**config.mk**
```make
export PLATFORM = sky130hd
export DESIGN_NAME = sipo_deserializer
export DESIGN_NICKNAME = d
export VERILOG_FILES = /design/src/rtl/sipo_deserializer.sv
export SDC_FILE = /design/constraint.sdc
export NUM_CORES = 1
export LEC_CHECK = 0
export CORE_AREA = 4 4 41 43
export DETAILED_ROUTE_END_ITERATION = 16
export DIE_AREA = 0 0 45 47
export GPL_ROUTABILITY_DRIVEN = 0
export GPL_TIMING_DRIVEN = 0
export PLACE_DENSITY_LB_ADDON = 0.15
export SYNTH_ARGS = -nofsm -noshare
export SYNTH_HDL_FRONTEND = slang
export SYNTH_SLANG_ARGS = --single-unit
```
**constraint.sdc**
```tcl
create_clock -name clk -period 1.5 [get_ports clk]
set_clock_uncertainty 0.1 [all_clocks]
set_input_delay 0.45 -clock clk [delete_from_list [all_inputs] [get_ports clk]]
set_output_delay 0.45 -clock clk [all_outputs]
set_load 0.005 [all_outputs]
```
**src/rtl/sipo_deserializer.sv**
```systemverilog
// LSB-first serial-to-parallel receiver with a one-word holding register on a valid/ready port.
// Latency: word visible the cycle after its last bit; back-pressure drops the new word and pulses overrun.
// Optional even-parity frame bit when SIPO_PARITY_EN is defined; parity_err is tied to 0 otherwise.
module sipo_deserializer #(
    parameter int WIDTH = 4,
    parameter int CNT_W = 3
) (
    input  logic             clk,
    input  logic             rst,
    input  logic             enable,
    input  logic             din,
    output logic [WIDTH-1:0] out_data,
    output logic             out_valid,
    input  logic             out_ready,
    output logic             overrun,
    output logic             parity_err,
    output logic [CNT_W-1:0] bit_cnt
);

`ifdef SIPO_PARITY_EN
    localparam int FRAME = WIDTH + 1;
`else
    localparam int FRAME = WIDTH;
`endif
    // The shift register only needs FRAME-1 bits: the last bit is taken straight from din.
    localparam int SR_W = FRAME - 1;
    localparam logic [CNT_W-1:0] LAST = CNT_W'(FRAME - 1);

    typedef enum logic {EMPTY, FULL} state_t;

    state_t           state, state_nxt;
    logic [SR_W-1:0]  shift_reg;
    logic [FRAME-1:0] frame;
    logic             frame_done;
    logic             load;
    logic             drop;

    assign frame      = {din, shift_reg};
    assign frame_done = enable && (bit_cnt == LAST);
    assign out_valid  = (state == FULL);

    always_ff @(posedge clk or posedge rst) begin
        if (rst) begin
            shift_reg <= '0;
            bit_cnt   <= '0;
        end else if (enable) begin
            shift_reg <= frame[FRAME-1:1];
            bit_cnt   <= frame_done ? '0 : bit_cnt + CNT_W'(1);
        end
    end

    always_comb begin
        state_nxt = state;
        load      = 1'b0;
        drop      = 1'b0;
        case (state)
            EMPTY: begin
                if (frame_done) begin
                    load      = 1'b1;
                    state_nxt = FULL;
                end
            end
            FULL: begin
                if (frame_done) begin
                    // A same-edge consume frees the slot for the new word.
                    if (out_ready) load = 1'b1;
                    else           drop = 1'b1;
                end else if (out_ready) begin
                    state_nxt = EMPTY;
                end
            end
            default: state_nxt = EMPTY;
        endcase
    end

    always_ff @(posedge clk or posedge rst) begin
        if (rst) begin
            state    <= EMPTY;
            out_data <= '0;
            overrun  <= 1'b0;
        end else begin
            state   <= state_nxt;
            overrun <= drop;
            if (load) out_data <= frame[WIDTH-1:0];
        end
    end

`ifdef SIPO_PARITY_EN
    logic parity_q;

    always_ff @(posedge clk or posedge rst) begin
        if (rst) begin
            parity_q <= 1'b0;
        end else if (load) begin
            parity_q <= ^frame;
        end else if (out_valid && out_ready) begin
            parity_q <= 1'b0;
        end
    end

    assign parity_err = parity_q;
`else
    assign parity_err = 1'b0;
`endif

endmodule
```
==> results of run 1 <==
-- metrics by stage --
| stage | std cells | cell area (sq um) | power [uW] |
|---|---|---|---|
| final | 71 | 747 | 1290 |
| after global routing | 71 | 747 | 1380 |
| after CTS | 67 | 702 | 1210 |
| after global placement | 61 | 641 | 934 |
| after detailed placement | 61 | 641 | 974 |
| after floorplan | 34 | 502 | 715 |
-- metal layers --
layer  vias to the layer above  GRT usage  share of wire  wire, um
met5                         -          0              0         0
met4                         0     0.0526         0.0040         4
met3                         2     0.0345          0.064        64
met2                        10      0.206           0.57       570
met1                       169      0.126           0.36       366
li1                        154          -              -         -
-- power by group --
group	internal, uW	total (uW)	switching [uW]
logic	398	602	203
registers	435	503	68.5
clock network	92.4	180	88.0
-- cells by family (layout without fill, tap and decap cells) --
family          count (synthesis)  after routing  synth area share
flops                          12             12             0.599
mux                             9              9             0.202
simple gates                    5              5            0.0948
buf+inv                         4             26            0.0524
compound gates                  2              2            0.0200
fa+ha+maj                       1              1            0.0249
other cells                     1              1           0.00747
-- area by class of cell --
class	count	area (sq um)
flip-flops and latches	12	300
clock buffers	3	22.5
repair buffers	19	169
inverters	2	7.51
plain buffers	2	18.8
multi-input cells	18	210
fillers	111	554
well taps	15	18.8
-- what timing repair did --
action | CTS | global route
endpoints found under the hold margin | 0 | 0
endpoints found under the setup margin | 13 | 8
cloned | 0 | 0
gates resized for setup | 16 | 6
hold buffers | 0 | 0
buffers inserted | 3 | 4
pin swaps | 0 | 1
-- synthesized netlist by cell type --
library cell,instances,area (sq um)
buf_6,1,11.3
nand3b_4,1,20.0
ha_1,1,12.5
nor2_1,1,3.75
nand2_1,1,3.75
nor2b_4,1,13.8
nand2b_1,1,6.26
inv_1,2,7.51
mux2_2,9,101
a21oi_1,2,10.0
dfrtp_1,12,300
conb_1,1,3.75
buf_4,1,7.51
-- worst min-delay path by stage --
stage | startpoint | end | slack [ps] | cells past startpoint
detailed placement | out_data[3] | out_data[3] | 400 | 1
floorplan | rst | bit_cnt[0] | 210 | 1
global route | enable | bit_cnt[2] | 330 | 2
CTS | enable | bit_cnt[2] | 320 | 2
finish | enable | bit_cnt[2] | 320 | 2
global placement | shift_reg[0] | shift_reg[0] | 390 | 1
==> results.py, run 1 <==
metrics = {
    "final_layout": {
        "final_cell_mix": "dfrtp_1, buf_4, dlygate4sd2_1",
        "drive_above_1_share": 0.446,
        "area_growth_pct": 48.9,
        "final_common_cell": "dfrtp_1",
        "largest_register_ffs": 4,
        "n_antenna_cell": 0,
        "fin_util": 0.574,
        "finalNetCount": 64,
    },
    "critical_path": {
        "cp-startpoint": "bit_cnt[0]",
        "regToRegEndpoint": "out_data[2]",
        "critPathLaunchType": "register",
        "ff2ff_setup_slack_ps": 40,
        "cp_num_buf_inv": 1,
        "cp.depth": 5,
        "cp_slowest_cell": "dfrtp_1",
        "crit_chain": "buf_6 -> ha_4 -> nand3b_4 -> nor2b_4 -> mux2_4",
        "path_max_fanout": 4,
        "cp_top_family": "flip-flops",
        "slowest_delay_ps": 370,
        "rr_startpoint": "bit_cnt[0]",
        "critPathCaptureType": "register",
        "reg2reg_depth": 5,
        "cp.arrival_ps": 1500,
        "endpoint": "out_data[2]",
        "crit_type": "register to register",
        "required_ps": 1540,
    },
    "sta": {
        "finalCritPeriodShare": 0.971,
        "setup_ws_ps": 44.1,
        "slew_viol_final": 0,
        "rsz0062_at_grt": "yes",
        "hold_viol": 0,
        "fin_tns_setup_ps": 0,
        "whs_ps": 321,
        "fin_crit_ps": 1460,
        "max_freq_ghz": 0.687,
        "setup_viol": 0,
    },
    "flow_run": {
        "max_cap_viol_count": 0,
    },
    "route": {
        "vias_per_cell": 4.72,
        "post-route-drc-count": 0,
        "drtIter0Drc": 2,
        "postRouteAntennaNets": 0,
        "wl_per_cell_um": 14.2,
        "routed-via-count": 335,
        "drt_first_pass_iters": 3,
        "drt-total-wl_um": 1010,
    },
    "die": {
        "row_count": 13,
        "die_w_um": 45,
        "core_sq_um": 1300,
        "die_h_um": 47,
        "boundaryPins": 15,
        "initial_core_util": 0.386,
        "dieArea_sq_um": 2120,
    },
    "pwr": {
        "power_leakage_uw": 0.000382,
        "power_density_nw_per_um2": 1720,
        "ir_drop_uv": 964,
    },
    "clock_tree": {
        "cts_sinks": 12,
        "htree_levels": 1,
        "numCtsBuffers": 3,
        "insertion_delay_ps": 260,
        "root_buffer": "clkbuf_4",
        "cts_tree": "yes",
        "cts_max_path_buffers": 2,
        "cts.clk_slew.worst_paths_ps": 70,
    },
    "synth": {
        "syn_inst": 34,
        "synth-warning-count": 0,
        "ys_types": 13,
        "syn_nets": 40,
        "synthesis.area_sq_um": 502,
        "synth-seq-cells": 12,
        "synth-seq-area-share": 0.599,
        "syn_area_per_cell_sq_um": 14.8,
    },
    "global_routing": {
        "track_usage": 0.116,
        "grt_pass1_vias": 355,
        "grt_pass1_wl_um": 1650,
        "antenna_found_initial": 0,
        "grt_max_degree": 13,
        "grt_overflow": 0,
    },
    "placement": {
        "numPortBuffers": 12,
        "pre_cts_ws_ps": -333,
    },
    "min_path": {
        "hp-class": "input port to register",
    },
    "outcome": {
        "outcome": "finished clean",
    },
}
Power figures use the tool's default switching activity.
==> inputs of run 2 (changes only) <==
--- a/config.mk
+++ b/config.mk
@@ -9,8 +9,9 @@
 export DETAILED_ROUTE_END_ITERATION = 16
 export DIE_AREA = 0 0 45 47
 export GPL_ROUTABILITY_DRIVEN = 0
-export GPL_TIMING_DRIVEN = 0
+export GPL_TIMING_DRIVEN = 1
 export PLACE_DENSITY_LB_ADDON = 0.15
+export REMOVE_ABC_BUFFERS = 1
 export SYNTH_ARGS = -nofsm -noshare
 export SYNTH_HDL_FRONTEND = slang
 export SYNTH_SLANG_ARGS = --single-unit
==> run 2 against run 1 <==
Effect of this change: sequential share of layout area decreased by 0.66 points; cell count increased by 1.4%; clock-buffer cell count increased by 1; combinational power increased by 4.8%; routed wire length increased by 0.60%.
==> results.py, run 2 (synthesized netlist as in run 1, its figures left out) <==
metrics = {
    "final_layout": {
        "post-route-cell-area_sq_um": 759,
        "n_antenna_cell": 0,
        "final_common_cell": "dfrtp_1",
        "fin_util": 0.584,
        "drive_above_1_share": 0.439,
        "area_growth_pct": 51.4,
        "largest_register_ffs": 4,
        "final_cell_mix": "dfrtp_1, buf_4, dlygate4sd2_1",
        "finalNetCount": 64,
    },
    "global_routing": {
        "antenna_found_initial": 0,
        "track_usage": 0.109,
        "grt_overflow": 0,
        "grt_pass1_wl_um": 1630,
        "grt_pass1_vias": 343,
        "grt_max_degree": 13,
    },
    "die": {
        "row_count": 13,
        "die_h_um": 47,
        "boundaryPins": 15,
        "initial_core_util": 0.386,
        "core_sq_um": 1300,
        "die_w_um": 45,
        "dieArea_sq_um": 2120,
    },
    "route": {
        "drt_first_pass_iters": 3,
        "drt-total-wl_um": 1010,
        "post-route-drc-count": 0,
        "postRouteAntennaNets": 0,
        "routed-via-count": 325,
        "wl_per_cell_um": 14.1,
        "vias_per_cell": 4.51,
        "drtIter0Drc": 1,
    },
    "pwr": {
        "netSwitchingPower_uw": 382,
        "internal_power_uw": 1000,
        "clkPwrFrac": 0.182,
        "ir_drop_uv": 886,
        "power_leakage_uw": 0.000386,
        "power_density_nw_per_um2": 1830,
        "report.power.total_uw": 1390,
        "pwr-share-seq": 0.363,
        "combPwrFrac": 0.455,
        "swShare": 0.275,
    },
    "flow_run": {
        "max_cap_viol_count": 0,
    },
    "clock_tree": {
        "htree_levels": 1,
        "cts.clk_slew.worst_paths_ps": 80,
        "cts_max_path_buffers": 2,
        "cts_tree": "yes",
        "insertion_delay_ps": 270,
        "numCtsBuffers": 3,
        "root_buffer": "clkbuf_4",
        "holdBufCountCts": 0,
        "cts_sinks": 12,
    },
    "sta": {
        "finalCritPeriodShare": 0.975,
        "slew_viol_final": 0,
        "hold_viol": 0,
        "fin_crit_ps": 1460,
        "setup_ws_ps": 37.9,
        "max_freq_ghz": 0.684,
        "setup_viol": 0,
        "fin_tns_setup_ps": 0,
    },
    "placement": {
        "postPlaceCellArea_sq_um": 647,
        "numPortBuffers": 13,
        "pre_cts_ws_ps": -332,
    },
    "critical_path": {
        "cp_slowest_cell": "dfrtp_1",
        "path_max_fanout": 2,
        "cp.arrival_ps": 910,
        "required_ps": 950,
        "cp_num_buf_inv": 1,
        "cp_top_family": "flip-flops",
        "crit_chain": "dlygate4sd2_1",
        "critPathCaptureType": "primary output",
        "critPathLaunchType": "register",
        "crit_type": "register to primary output",
        "slowest_delay_ps": 380,
    },
    "min_path": {
        "hp-class": "input port to asynchronous set/reset pin",
    },
    "outcome": {
        "outcome": "finished clean",
    },
}
## run 2: cell types whose count changed in the layout (fill, tap and decap cells not counted)
cell,before,now
buf_6,2,1
clkdlybuf4s15_1,4,5
clkbuf_8,0,1
## run 2: power groups by stage
stage	sequential, uW	combinational [uW]	clock (uW)
after global placement	502	450	0
after detailed placement	511	467	0
final	504	631	252
after CTS	496	530	258
after global routing	516	696	276
after floorplan	509	199	0
## run 2: final cells by class
type                    count  area [sq um]
clock buffers               4          36.3
multi-input cells          18           210
fillers                   114           542
flip-flops and latches     12           300
well taps                  15          18.8
inverters                   2          7.51
repair buffers             21           186
## run 2: timing repair
item | CTS | global route
gates resized for setup | 18 | 6
gates cloned | 0 | 0
endpoints found under the hold margin | 0 | 0
setup buffers | 3 | 3
setup endpoints to repair | 13 | 8
## run 2: worst reg2reg max path, stage by stage (launching register included)
cell      delay (ps)
dfrtp_1          360
buf_6            110
ha_4             150
nand3b_4          80
nor2b_4          200
mux2_4           320
## run 2: routing by layer
layer  wire (um)  track usage
met1         369        0.115
met2         600        0.209
met3          42       0.0383
met4           0       0.0175
met5           0            0
## run 2: final timing paths
kind	from	slack, ps	to	cells past startpoint
worst min register to register	out_data[1]	410	out_data[1]	1
min in group clk	out_data[1]	410	out_data[1]	1
worst max-delay path	bit_cnt[1]	40	bit_cnt[1]	1
worst min-delay path	rst	370	out_data[0]	2
max in group asynchronous	rst	630	bit_cnt[0]	2
worst max register to register	bit_cnt[0]	60	out_data[2]	5
## run 2: per-stage QoR
stage               cells  hold WS, ps
finish                 72          369
global route           72          421
CTS                    69          393
detailed placement     62          398
global placement       62          397
floorplan              32          215
